### src/rtl/dpb_port_arbiter_if.sv
// ============================================================================
// Module      : dpb_port_arbiter_if
// Description : Requester and RAM port A signal bundle for dpb_port_arbiter.
// Revision    : 1.0 - initial release
// ============================================================================
`default_nettype none

interface dpb_port_arbiter_if #(
    parameter int AW = 12,
    parameter int DW = 8
);
    logic          req0;
    logic          req1;
    logic          we0;
    logic          we1;
    logic [AW-1:0] addr0;
    logic [AW-1:0] addr1;
    logic [DW-1:0] wdata0;
    logic [DW-1:0] wdata1;
    logic          gnt0;
    logic          gnt1;
    logic          rvalid0;
    logic          rvalid1;
    logic [DW-1:0] rdata0;
    logic [DW-1:0] rdata1;
    logic          ram_ce;
    logic          ram_oce;
    logic          ram_wre;
    logic [AW-1:0] ram_ad;
    logic [DW-1:0] ram_din;
    logic [DW-1:0] ram_dout;

    modport master (
        output req0, req1, we0, we1, addr0, addr1, wdata0, wdata1, ram_dout,
        input  gnt0, gnt1, rvalid0, rvalid1, rdata0, rdata1,
        input  ram_ce, ram_oce, ram_wre, ram_ad, ram_din
    );

    modport slave (
        input  req0, req1, we0, we1, addr0, addr1, wdata0, wdata1, ram_dout,
        output gnt0, gnt1, rvalid0, rvalid1, rdata0, rdata1,
        output ram_ce, ram_oce, ram_wre, ram_ad, ram_din
    );
endinterface

`default_nettype wire

### src/rtl/dpb_port_arbiter.sv
// ============================================================================
// Module      : dpb_port_arbiter
// Description : Two-requester arbiter for block RAM port A, CPU priority with
//               aging override for the loader side, 1-cycle tagged read return.
// Revision    : 1.0 - initial release
// ============================================================================
`default_nettype none

module dpb_port_arbiter #(
    parameter int AW       = 12,
    parameter int DW       = 8,
    parameter int MAX_WAIT = 4,
    parameter int WAIT_W   = 3
) (
    input  wire logic             clk,
    input  wire logic             reset,
    dpb_port_arbiter_if.slave     bus
);
    localparam logic [WAIT_W-1:0] c_MAX_WAIT = WAIT_W'(MAX_WAIT);

    logic [WAIT_W-1:0] r_wait_cnt;
    logic              r_rd_pend;
    logic              r_rd_own;
    logic [DW-1:0]     r_rdata0;
    logic [DW-1:0]     r_rdata1;

    logic              w_force1;
    logic              w_gnt0;
    logic              w_gnt1;
    logic              w_rvalid0;
    logic              w_rvalid1;

    assign w_force1 = (r_wait_cnt == c_MAX_WAIT) && bus.req1;
    assign w_gnt1   = !reset && bus.req1 && (!bus.req0 || w_force1);
    assign w_gnt0   = !reset && bus.req0 && !w_gnt1;

    // RAM output register carries the data during the pulse; the local
    // register holds it afterwards until that port's next return.
    assign w_rvalid0 = !reset && r_rd_pend && !r_rd_own;
    assign w_rvalid1 = !reset && r_rd_pend &&  r_rd_own;

    assign bus.gnt0    = w_gnt0;
    assign bus.gnt1    = w_gnt1;
    assign bus.rvalid0 = w_rvalid0;
    assign bus.rvalid1 = w_rvalid1;
    assign bus.rdata0  = w_rvalid0 ? bus.ram_dout : r_rdata0;
    assign bus.rdata1  = w_rvalid1 ? bus.ram_dout : r_rdata1;

    assign bus.ram_ce  = w_gnt0 || w_gnt1;
    assign bus.ram_oce = 1'b1;
    assign bus.ram_wre = (w_gnt1 && bus.we1) || (w_gnt0 && bus.we0);
    assign bus.ram_ad  = w_gnt1 ? bus.addr1  : bus.addr0;
    assign bus.ram_din = w_gnt1 ? bus.wdata1 : bus.wdata0;

    always_ff @(posedge clk) begin
        if (reset) begin
            r_wait_cnt <= '0;
            r_rd_pend  <= 1'b0;
            r_rd_own   <= 1'b0;
            r_rdata0   <= '0;
            r_rdata1   <= '0;
        end else begin
            if (!bus.req1 || w_gnt1) begin
                r_wait_cnt <= '0;
            end else if (r_wait_cnt != c_MAX_WAIT) begin
                r_wait_cnt <= r_wait_cnt + 1'b1;
            end

            r_rd_pend <= (w_gnt0 && !bus.we0) || (w_gnt1 && !bus.we1);
            r_rd_own  <= w_gnt1;

            if (w_rvalid0) begin
                r_rdata0 <= bus.ram_dout;
            end
            if (w_rvalid1) begin
                r_rdata1 <= bus.ram_dout;
            end
        end
    end

endmodule

`default_nettype wire
### src/flat_wrapper.sv
// flat-port wrapper written by rule: the top's interface ports become plain ports
module dpb_port_arbiter_flat 
#(
    parameter int AW       = 12,
    parameter int DW       = 8,
    parameter int MAX_WAIT = 4,
    parameter int WAIT_W   = 3
)
  (clk, reset, bus_req0, bus_req1, bus_we0, bus_we1, bus_addr0, bus_addr1, bus_wdata0, bus_wdata1, bus_ram_dout, bus_gnt0, bus_gnt1, bus_rvalid0, bus_rvalid1, bus_rdata0, bus_rdata1, bus_ram_ce, bus_ram_oce, bus_ram_wre, bus_ram_ad, bus_ram_din);
  dpb_port_arbiter_if #(.AW(AW), .DW(DW)) bus_i ();
  input  wire logic clk;
  input  wire logic reset;
  input wire logic [$bits(bus_i.req0)-1:0] bus_req0;
  input wire logic [$bits(bus_i.req1)-1:0] bus_req1;
  input wire logic [$bits(bus_i.we0)-1:0] bus_we0;
  input wire logic [$bits(bus_i.we1)-1:0] bus_we1;
  input wire logic [$bits(bus_i.addr0)-1:0] bus_addr0;
  input wire logic [$bits(bus_i.addr1)-1:0] bus_addr1;
  input wire logic [$bits(bus_i.wdata0)-1:0] bus_wdata0;
  input wire logic [$bits(bus_i.wdata1)-1:0] bus_wdata1;
  input wire logic [$bits(bus_i.ram_dout)-1:0] bus_ram_dout;
  output wire logic [$bits(bus_i.gnt0)-1:0] bus_gnt0;
  output wire logic [$bits(bus_i.gnt1)-1:0] bus_gnt1;
  output wire logic [$bits(bus_i.rvalid0)-1:0] bus_rvalid0;
  output wire logic [$bits(bus_i.rvalid1)-1:0] bus_rvalid1;
  output wire logic [$bits(bus_i.rdata0)-1:0] bus_rdata0;
  output wire logic [$bits(bus_i.rdata1)-1:0] bus_rdata1;
  output wire logic [$bits(bus_i.ram_ce)-1:0] bus_ram_ce;
  output wire logic [$bits(bus_i.ram_oce)-1:0] bus_ram_oce;
  output wire logic [$bits(bus_i.ram_wre)-1:0] bus_ram_wre;
  output wire logic [$bits(bus_i.ram_ad)-1:0] bus_ram_ad;
  output wire logic [$bits(bus_i.ram_din)-1:0] bus_ram_din;
  assign bus_i.req0 = bus_req0;
  assign bus_i.req1 = bus_req1;
  assign bus_i.we0 = bus_we0;
  assign bus_i.we1 = bus_we1;
  assign bus_i.addr0 = bus_addr0;
  assign bus_i.addr1 = bus_addr1;
  assign bus_i.wdata0 = bus_wdata0;
  assign bus_i.wdata1 = bus_wdata1;
  assign bus_i.ram_dout = bus_ram_dout;
  assign bus_gnt0 = bus_i.gnt0;
  assign bus_gnt1 = bus_i.gnt1;
  assign bus_rvalid0 = bus_i.rvalid0;
  assign bus_rvalid1 = bus_i.rvalid1;
  assign bus_rdata0 = bus_i.rdata0;
  assign bus_rdata1 = bus_i.rdata1;
  assign bus_ram_ce = bus_i.ram_ce;
  assign bus_ram_oce = bus_i.ram_oce;
  assign bus_ram_wre = bus_i.ram_wre;
  assign bus_ram_ad = bus_i.ram_ad;
  assign bus_ram_din = bus_i.ram_din;
  dpb_port_arbiter #(.AW(AW), .DW(DW), .MAX_WAIT(MAX_WAIT), .WAIT_W(WAIT_W)) u_core (.clk(clk), .reset(reset), .bus(bus_i));
endmodule
### config.mk
export PLATFORM = sky130hd
export DESIGN_NAME = dpb_port_arbiter_flat
export DESIGN_NICKNAME = d
export VERILOG_FILES = /design/src/rtl/dpb_port_arbiter_if.sv /design/src/rtl/dpb_port_arbiter.sv /design/src/flat_wrapper.sv
export SDC_FILE = /design/constraint.sdc
export NUM_CORES = 1
export LEC_CHECK = 0
export ABC_CLOCK_PERIOD_IN_PS = 2100
export BUFFER_PORTS_ARGS = -buffer_cell sky130_fd_sc_hd__clkbuf_2
export CORE_MARGIN = 3
export CORE_UTILIZATION = 38
export CTS_BUF_LIST = sky130_fd_sc_hd__clkbuf_4 sky130_fd_sc_hd__clkbuf_8 sky130_fd_sc_hd__clkbuf_16
export DETAILED_ROUTE_END_ITERATION = 8
export GPL_TIMING_DRIVEN = 0
export PLACE_DENSITY_LB_ADDON = 0.15
export SLEW_MARGIN = 20
export SYNTH_ARGS = -nofsm -noshare
export SYNTH_HDL_FRONTEND = slang
export SYNTH_SLANG_ARGS = --single-unit
### constraint.sdc
create_clock -name clk -period 2.1 [get_ports clk]
set_input_delay 0.21 -clock clk [delete_from_list [all_inputs] [get_ports clk]]
set_output_delay 0.21 -clock clk [all_outputs]
set_load 0.02 [all_outputs]
* Word level (Yosys, flattened, before mapping)
Cells that the tools add are included.
Storage, ports and cells: input bits 54, bits in registers 21, word-level logic and storage cells 37, output and inout port bits 43
Cells by class: add/subtract/negate cells 1, muxes and demuxes 4, reductions and logical operators 25, eq/ne operators 2
Operator list (count):
- $mux W8 | 3
- $logic_and A1 B1 Y1 | 12
- $mux W12 | 1
- $logic_not A1 Y1 | 7
- $logic_or A1 B1 Y1 | 5
- $add A3 B1 Y3 const B | 1
- $eq A3 B3 Y1 const B | 1
- $ne A3 B3 Y1 const B | 1
- $reduce_or A2 Y1 | 1

* Logic depth before layout (Yosys ltp)
Gate-level depths: netlist of run 1.
depth after elaboration 8, depth in mapped cells 6, depth with buffers taken out 5

* Worst setup path before layout of run 1
Ideal clock, no wire load.
path type reg2out, from register u_core.r_wait_cnt[0], to output port bus_gnt0, path buffers 1, data arrival time 1.571 ns, cell stages (with the launch flop) 7, slack 0.319 ns, cells stage by stage dfxtp_1 > inv_1 > ha_1 > a21boi_2 > nor3b_4 > buf_6 > nor3b_1
Between the ends: cells in the longest elaborated chain, start to end 6
RTL lines:
- from (decl) | line dpb_port_arbiter.sv:21 | logic [WAIT_W-1:0] r_wait_cnt;
- from (signal assigned) | line dpb_port_arbiter.sv:66 | r_wait_cnt <= r_wait_cnt + 1'b1;
- $eq A3 B3 Y1 | line dpb_port_arbiter.sv:33 | assign w_force1 = (r_wait_cnt == c_MAX_WAIT) && bus.req1;
- $logic_and A1 B1 Y1 | line dpb_port_arbiter.sv:33
- $logic_or A1 B1 Y1 | line dpb_port_arbiter.sv:34 | assign w_gnt1 = !reset && bus.req1 && (!bus.req0 || w_force1);
- $logic_and A1 B1 Y1 | line dpb_port_arbiter.sv:34
- net bus_gnt1 | line flat_wrapper.sv:23 | output wire logic [$bits(bus_i.gnt1)-1:0] bus_gnt1;
- $logic_not A1 Y1 | line dpb_port_arbiter.sv:35 | assign w_gnt0 = !reset && bus.req0 && !w_gnt1;
- $logic_and A1 B1 Y1 | line dpb_port_arbiter.sv:35
- to (decl) | line flat_wrapper.sv:22 | output wire logic [$bits(bus_i.gnt0)-1:0] bus_gnt0;
The timed path passes the listed nets, and every way through them passes these cells.

* Final worst setup path of run 1
from register u_core.r_wait_cnt[0], to output port bus_ram_ad[11]
Between the ends: cells in the longest elaborated chain, start to end 5
RTL lines:
- $eq A3 B3 Y1 | line dpb_port_arbiter.sv:33
- $logic_and A1 B1 Y1 | line dpb_port_arbiter.sv:33
- $logic_or A1 B1 Y1 | line dpb_port_arbiter.sv:34
- $logic_and A1 B1 Y1 | line dpb_port_arbiter.sv:34
- $mux W12 | line dpb_port_arbiter.sv:52 | assign bus.ram_ad = w_gnt1 ? bus.addr1 : bus.addr0;
- to (decl) | line flat_wrapper.sv:31 | output wire logic [$bits(bus_i.ram_ad)-1:0] bus_ram_ad;
No other way between the ends.

==> impl_metrics.yaml, run 1 <==
run_status:
  outcome: "finished, final reports clean"
clock_tree:
  path_clk_slew_ns: 0.10
  cts-htree-levels: 1
  insertion_delay_ns: 0.30
  cts_root_buffer: "clkbuf_4"
  cts_inserted_buffers: 3
  cts_buffer_depth: 2
  cts_hold_buffers: 0
  cts_tree: "done"
  cts_num_sinks: 21
global_routing:
  use_met1: 0.162
  track_usage: 0.170
  antenna_found_initial: 0
  gr-usage-met2: 0.347
  grt_pass1_vias: 1096
  grt_pass1_wl_mm: 4.75
  gr-total-overflow: 0
  grt_util_met3: 0.0413
  grt_start_max_net_pins: 12
  grt.busiest_layer: "met2"
worst_setup_path:
  arrival_ns: 1.86
  startpoint: "u_core.r_wait_cnt[0]"
  critPathCaptureType: "primary output"
  crit_type: "flip-flop to primary output"
  worstPathMaxFanout: 5
  cp.required_ns: 1.89
  critPathLaunchType: "flip-flop"
  r2r-start: "u_core.r_rd_pend"
place:
  port_buffers: 95
  place_hpwl_mm: 2.54
  dpl_cell_area_um2: 1690
  gp_congestion: 0.754
yosys:
  synthMuxAreaShare: 0.362
  synth.top_cell.area_share: 0.356
  synth_nets: 162
  synth_xor_xnor_area_share: 0
  syn_area_um2: 1180
  synth_compound_gate_area_share: 0.0180
  synth_top_family_by_area: "multiplexers"
  ys_seq_area_frac: 0.356
  synth_seq_cells: 21
  yosys.area_share.simple: 0.192
  post-synth-top-area-cell: "dfxtp_1"
  syn_area_per_cell_um2: 11.1
  synth_cells: 106
  synth_cell_types: 22
  synthAdderAreaFrac: 0.0212
  synth.area.top_cells: "dfxtp_1 (36%), mux2_2 (34%), nor2b_1 (8.5%)"
  ys_warn_count: 0
floorplan:
  start_util: 0.414
  chipHeight_um: 61.7
  die_w_um: 61.7
  fp-row-count: 19
  coreArea_um2: 2850
  fp.dieArea_um2: 3810
  pin_count: 97
final_layout:
  stdcell_area_um2: 2030
  diodes: 0
  area_growth_pct: 72.1
  final_nets: 269
  final_util: 0.712
  final_layout_size_suffix_gt1_frac: 0.736
timing:
  finalMaxSlewViolations: 0
  setup_viol: 0
  skew_ns: 0.00657
  fin_crit_ns: 2.07
  fmax_mhz: 483
  rsz0062_at_grt: "yes"
  min_period_over_period: 0.985
  whs_ns: 0.205
  setup-tns-final_ns: 0
  finalHoldViolCount: 0
routing:
  dr.pass1.iters: 3
  num_vias: 1171
  routedWlPerCell_um: 15.2
  final_antenna_net_count: 0
  routed_wl_mm: 3.70
  initialDrtViolationCount: 27
  viasPerCell: 4.82
  drc: 0
power:
  combPwrFrac: 0.343
  seq_power_share: 0.442
  p_int_uw: 669
  total_power_uw: 927
  power_switching_uw: 257
  switching_share: 0.278
  pwr-share-clk: 0.215
  leakage_uw: 0.00108
  ir_drop_v: 0.000325
  p_per_area_nw_per_um2: 456
hold_path:
  hp-class: "primary input to flip-flop"
  hp-start: "bus_we1"
job:
  cap_viol_max_count: 0
-- worst max-delay path, stage by stage (launching register included) --
cell	delay [ns]
dfxtp_2	0.34
inv_2	0.07
ha_4	0.15
a21boi_4	0.06
nor3b_4	0.21
buf_6	0.15
buf_4	0.12
mux2_2	0.33
buf_6	0.13
-- state kept, by name (all words and copies together) (netlist names) --
signal	cells
u_core.r_rdata0	8
u_core.r_rdata1	8
u_core.r_rd_own	1
u_core.r_rd_pend	1
u_core.r_wait_cnt	3
-- power groups by stage --
stage          logic, uW  clock network (uW)  registers (uW)
2_1_floorplan        136                   0             418
3_3_place_gp         230                   0             418
3_5_place_dp         235                   0             419
4_1_cts              270                 212             410
5_1_grt              338                 225             411
6_report             318                 199             410
-- kinds of logic after synthesis --
family	count (synthesis)
AO/OA/AOI/OAI	3
adder cells (fa/ha/maj)	2
buffers and inverters	9
flip-flops	21
multiplexers	38
other	1
AND/OR/NAND/NOR	32
-- routing by layer --
metal / wire, um / part of all wire
met1: 1360 / 0.37
met2: 2020 / 0.55
met3: 240 / 0.065
met4: 81 / 0.022
met5: 0 / 0
-- metrics by stage --
stage / cells / setup slack, ns
floorplan: 106 / 0.319
global placement: 232 / 0.214
detailed placement: 232 / 0.187
CTS: 244 / -0.0125
global route: 243 / -0.0809
finish: 243 / 0.0310
-- path summary, 6_finish.rpt --
path / end / slack (ns) / cells after the start
worst min-delay path: u_core.r_rd_pend / 0.20 / 3
worst max register to register: u_core.r_rdata0[5] / 0.65 / 4
worst max-delay path: bus_ram_ad[11] / 0.03 / 8
worst min register to register: u_core.r_wait_cnt[0] / 0.55 / 2
-- cell type report --
class	count	area (um2)
sequential	21	423
inverter	3	11.3
clock buffer	4	30.0
tap	31	38.8
timing repair buffer	102	684
fill	221	822
buffer	6	48.8
multi-input combinational	76	795
-- synthesized netlist by cell type (all sizes together) --
cell type and n:
nand3b 3, nor3b 4, and2 2, clkbuf 2, dfxtp 21, nor2 4, mux2i 1, ha 2
nand3 1, mux2 37, buf 4, a21boi 1, conb 1, a21oi 2, nor2b 16, and3b 1
or3b 1, inv 3
-- repair_timing --
| action | CTS | global route |
|---|---|---|
| setup buffers | 6 | 0 |
| pin swaps | 2 | 3 |
| hold endpoints to repair | 0 | 0 |
| resized for setup | 31 | 62 |
| gates cloned | 2 | 0 |
| setup endpoints to repair | 18 | 21 |
-- cells in the final DEF (no fill, tap or decap), types with 3 or more instances in the layout --
master	n
clkbuf_4	4
buf_4	9
nor3b_1	3
mux2_4	19
buf_6	15
clkbuf_2	74
nor2_1	4
dfxtp_1	19
mux2_2	18
nor2b_1	16
buf_8	7
No activity file was read; power rests on OpenSTA's default activity.
==> run 2, diff against run 1 <==
--- a/config.mk
+++ b/config.mk
@@ -6,11 +6,11 @@
 export NUM_CORES = 1
 export LEC_CHECK = 0
 export ABC_CLOCK_PERIOD_IN_PS = 2100
-export BUFFER_PORTS_ARGS = -buffer_cell sky130_fd_sc_hd__clkbuf_2
 export CORE_MARGIN = 3
-export CORE_UTILIZATION = 38
+export CORE_UTILIZATION = 60
 export CTS_BUF_LIST = sky130_fd_sc_hd__clkbuf_4 sky130_fd_sc_hd__clkbuf_8 sky130_fd_sc_hd__clkbuf_16
 export DETAILED_ROUTE_END_ITERATION = 8
+export DONT_BUFFER_PORTS = 1
 export GPL_TIMING_DRIVEN = 0
 export PLACE_DENSITY_LB_ADDON = 0.15
 export SLEW_MARGIN = 20
==> impl_metrics.yaml, run 2 (same netlist as run 1, synthesis figures left out) <==
worst_setup_path:
  worstSetupEndpoint: "bus_ram_ad[8]"
  crit_chain: "inv_1 -> ha_4 -> a21boi_4 -> nor3b_4 -> buf_4 -> buf_8 -> mux2_4"
  timing.rr.end: "u_core.r_rdata0[4]"
  worstPathMaxFanout: 6
  timing.reg2reg.setup_slack_ns: 0.55
  critPathCaptureType: "primary output"
  crit_path_top_delay_cell: "mux2_4"
  startpoint: "u_core.r_wait_cnt[1]"
  arrival_ns: 1.83
  crit_type: "flip-flop to primary output"
  r2r-start: "u_core.r_rd_pend"
  cp.required_ns: 1.89
  critPathLaunchType: "flip-flop"
  reg2reg_depth: 4
  crit_path_max_incr_delay_ns: 0.35
clock_tree:
  cts_tree: "done"
  path_clk_slew_ns: 0.11
  cts_buffer_depth: 2
  insertion_delay_ns: 0.30
  cts_root_buffer: "clkbuf_4"
  cts_num_sinks: 21
  cts_hold_buffers: 0
  cts-htree-levels: 1
  cts_inserted_buffers: 3
routing:
  final_antenna_net_count: 0
  viasPerCell: 5.93
  met1_length_um: 931
  routed_wl_mm: 2.91
  num_vias: 830
  initialDrtViolationCount: 8
  drc: 0
  highest_layer: "met4"
  dr.pass1.iters: 2
  routedWlPerCell_um: 20.8
  wl_met2_mm: 1.62
  route.met3.wl_um: 322
power:
  leakage_uw: 0.000632
  combPwrFrac: 0.230
  p_int_uw: 575
  power_switching_uw: 220
  total_power_uw: 795
  switching_share: 0.277
  pwr-share-clk: 0.254
  seq_power_share: 0.516
  p_per_area_nw_per_um2: 569
  ir_drop_v: 0.000500
place:
  port_buffers: 0
  place_hpwl_mm: 2.01
  gp_congestion: 0.668
  place_ws_ns: 0.202
  dp_cells: 131
timing:
  skew_ns: 0.00239
  relSlewSlack: 0.636
  fmax_mhz: 491
  worst_pin_slew_ns: 0.546
  rsz0062_at_grt: "yes"
  finalMaxSlewViolations: 0
  setup_ws_ns: 0.0614
  min_period_over_period: 0.971
  whs_ns: 0.0758
  finalHoldViolCount: 0
  fin_crit_ns: 2.04
  setup_viol: 0
job:
  cap_viol_max_count: 0
final_layout:
  final_nets: 172
  fin_cells: 140
  diodes: 0
  final_util: 0.783
  largestRegisters: "u_core.r_rdata0: 8 flops, u_core.r_rdata1: 8 flops, u_core.r_wait_cnt: 3 flops"
  final_layout_size_suffix_gt1_frac: 0.496
  area_growth_pct: 18.3
  mostFrequentLayoutCells: "mux2_4 (21), dfxtp_1 (21), mux2_2 (16), nor2b_1 (16), buf_4 (6)"
global_routing:
  grt_pass1_vias: 849
  antenna_found_initial: 0
  grt_start_max_net_pins: 12
  gr-total-overflow: 0
  track_usage: 0.209
  grt_pass1_wl_mm: 4.00
floorplan:
  coreArea_um2: 1780
  pin_count: 97
  fp.dieArea_um2: 2530
  start_util: 0.662
  chipHeight_um: 50.3
  fp-row-count: 15
  die_w_um: 50.3
hold_path:
  hp-class: "primary input to flip-flop"
  worst_hold_path.num_cells: 1
  hp-start: "bus_req1"
run_status:
  outcome: "finished, final reports clean"
[run 2: per-stage QoR]
step | cell area, um2 | TNS, ns
2_1_floorplan | 1180 | 0
3_3_place_gp | 1210 | 0
3_5_place_dp | 1210 | 0
4_1_cts | 1330 | -0.0852
5_1_grt | 1400 | 0
6_report | 1400 | 0
[run 2: final cells by class]
class	count	area (um2)
sequential	21	420
tap	25	31.3
buffer	6	48.8
timing repair buffer	5	41.3
inverter	3	11.3
clock buffer	4	30.0
fill	127	387
multi-input combinational	76	813
[run 2: per-layer routing]
metal  up-vias  GRT usage
met3         4     0.0801
met5         -          0
met4         0     0.0583
met1       394      0.190
met2        52      0.417
li1        380          -
[run 2: how the worst min path moves through the flow]
stage,end
floorplan,u_core.r_rd_pend
global placement,u_core.r_rd_own
detailed placement,u_core.r_rd_own
CTS,u_core.r_rd_own
global route,u_core.r_rd_own
finish,u_core.r_rd_own
[run 2: power by group through the flow]
stage	Combinational (uW)	Clock [uW]	Sequential, uW
finish	183	202	410
global route	192	227	411
CTS	165	207	410
detailed placement	148	0	419
global placement	146	0	418
floorplan	136	0	418
[run 2: repair_timing]
item	CTS	global route
setup endpoints to repair	19	22
gates cloned	2	0
gates resized for setup	15	18
pin swaps	1	0
setup buffers	3	0
[run 2: worst max-delay path, delay by kind of cell, from the launching register on]
family | cells | cell delay [ns]
fa+ha+maj | 1 | 0.16
mux | 1 | 0.35
simple gates | 1 | 0.22
flops | 1 | 0.34
buf+inv | 3 | 0.38
compound gates | 1 | 0.07
==> run 3, diff against run 2 <==
--- a/config.mk
+++ b/config.mk
@@ -5,6 +5,7 @@
 export SDC_FILE = /design/constraint.sdc
 export NUM_CORES = 1
 export LEC_CHECK = 0
+export ABC_AREA = 1
 export ABC_CLOCK_PERIOD_IN_PS = 2100
 export CORE_MARGIN = 3
 export CORE_UTILIZATION = 60
==> impl_metrics.yaml, run 3 <==
power:
  p_per_area_nw_per_um2: 561
  ir_drop_v: 0.000333
  total_power_uw: 819
  leakage_uw: 0.000949
timing:
  finalHoldViolCount: 0
  whs_ns: 0.0764
  setup_ws_ns: 0.160
  fin_crit_ns: 1.94
  rsz0062_at_grt: "no"
  min_period_over_period: 0.924
  setup-tns-final_ns: 0
  setup_viol: 0
  finalMaxSlewViolations: 0
  fmax_mhz: 516
  skew_ns: 0.00375
worst_setup_path:
  cp.required_ns: 1.89
  crit_path_top_delay_cell: "dfxtp_1"
  crit_path_frequent_cell: "nand2_1"
  arrival_ns: 1.73
  cp_num_buf_inv: 2
  crit_family: "simple AND/OR/NAND/NOR gates"
  crit_path_max_incr_delay_ns: 0.37
  crit_type: "flip-flop to primary output"
  timing.reg2reg.setup_slack_ns: 0.78
  critPathCaptureType: "primary output"
  crit_chain: "inv_1 -> ha_1 -> nand2_1 -> nand2_2 -> nand2_2 -> buf_2 -> nand2_1 -> nand2_1"
  critPathLaunchType: "flip-flop"
  worstPathMaxFanout: 10
clock_tree:
  cts_buffer_depth: 2
  cts_root_buffer: "clkbuf_4"
  cts_hold_buffers: 0
  cts_setup_buffers: 0
  cts_tree: "done"
  path_clk_slew_ns: 0.11
  cts_inserted_buffers: 3
  cts_num_sinks: 21
  cts-htree-levels: 1
  insertion_delay_ns: 0.30
routing:
  final_antenna_net_count: 0
  drc: 0
  routedWlPerCell_um: 12.2
  viasPerCell: 5.00
  dr.pass1.iters: 4
  initialDrtViolationCount: 32
  num_vias: 1340
  routed_wl_mm: 3.27
place:
  port_buffers: 0
  place_hpwl_mm: 2.74
  dpl_cell_area_um2: 1430
  place_ws_ns: 0.417
  gp_congestion: 0.812
yosys:
  synth_ff_type: "dfxtp_1"
  ys_seq_area_frac: 0.302
  syn_area_per_cell_um2: 5.88
  ys_warn_count: 0
  async_reset_ff_frac: 0
  synth_seq_cells: 21
  synth_cells: 237
  post-synth-top-area-cell: "dfxtp_1"
  ys_top_cells_by_count: "nand2_1 (101), inv_1 (52), nor2_1 (22)"
  syn_area_um2: 1390
  synth_nets: 293
  synth_cell_types: 20
  synth_edf_count: 0
  synth.area.top_cells: "dfxtp_1 (30%), nand2_1 (27%), inv_1 (14%)"
  post-synth-top-count-cell: "nand2_1"
  synth.top_cell.area_share: 0.302
final_layout:
  mostFrequentLayoutCells: "nand2_1 (101), inv_1 (52), nor2_1 (21), dfxtp_1 (21), nand3_1 (13)"
  final_nets: 298
  final_layout_size_suffix_gt1_frac: 0.108
  fillCellCount: 197
  largestRegisters: "u_core.r_rdata0: 8 flops, u_core.r_rdata1: 8 flops, u_core.r_wait_cnt: 3 flops"
  diodes: 0
  final_common_cell: "nand2_1"
  stdcell_area_um2: 1460
  area_growth_pct: 4.76
floorplan:
  fp.dieArea_um2: 2940
  start_util: 0.669
  coreArea_um2: 2080
  fp-row-count: 16
  die_w_um: 54.2
  pin_count: 97
  chipHeight_um: 54.2
global_routing:
  grt_start_max_net_pins: 12
  track_usage: 0.221
  grt_pass1_vias: 1179
  grt_pass1_wl_mm: 4.72
  gr-total-overflow: 0
  antenna_found_initial: 0
hold_path:
  hp-class: "primary input to flip-flop"
run_status:
  outcome: "finished, final reports clean"
job:
  cap_viol_max_count: 0
[run 3: worst min-delay path, delay by kind of cell]
kind                   cells  cell delay (ns)
buffers and inverters      1             0.02
AND/OR/NAND/NOR            2             0.12
[run 3: final cells by class]
class,instances,area [um2],share of cell area
buffer,9,86.3,0.0591
clock buffer,4,30.0,0.0206
inverter,56,210,0.144
multi-input combinational,151,679,0.465
sequential,21,420,0.288
tap,27,33.8,0.0231
[run 3: cell families (layout without fill, tap and decap cells)]
family | after synthesis | in the layout | synth area share
AO/OA/AOI/OAI | 1 | 1 | 0.00359
XOR/XNOR | 1 | 1 | 0.00628
adder cells (fa/ha/maj) | 2 | 2 | 0.0180
buffers and inverters | 65 | 69 | 0.213
flip-flops | 21 | 21 | 0.302
other | 1 | 1 | 0.00269
AND/OR/NAND/NOR | 146 | 146 | 0.455
[run 3: through the flow]
step,utilization,instances
2_1_floorplan,-,237
3_3_place_gp,0.686,264
3_5_place_dp,0.686,264
4_1_cts,0.700,268
5_1_grt,0.701,268
6_report,0.701,268
[run 3: layer usage]
metal,track usage,routed length (um)
met5,0,0
met3,0.0222,212
met1,0.217,1200
met2,0.446,1800
met4,0.0996,50
[run 3: repair_timing]
| item | 4_1_cts | 5_1_grt |
|---|---|---|
| hold endpoints to repair | 0 | 0 |
| endpoints found under the setup margin | 0 | 1 |
| gates resized for setup | 0 | 1 |
[run 3: where the power goes]
group	leakage, uW	internal (uW)	switching [uW]
clock network	0.0000184	87.0	117
registers	0.000170	410	5.22
logic	0.000760	47.8	152
[run 3: final timing paths]
path                                      startpoint              endpoint  cells past startpoint
worst max-delay path            u_core.r_wait_cnt[0]        bus_ram_din[1]                      8
worst min-delay path                         bus_we0      u_core.r_rd_pend                      3
worst max register to register  u_core.r_wait_cnt[0]       u_core.r_rd_own                      7
worst min register to register  u_core.r_wait_cnt[0]  u_core.r_wait_cnt[0]                      1
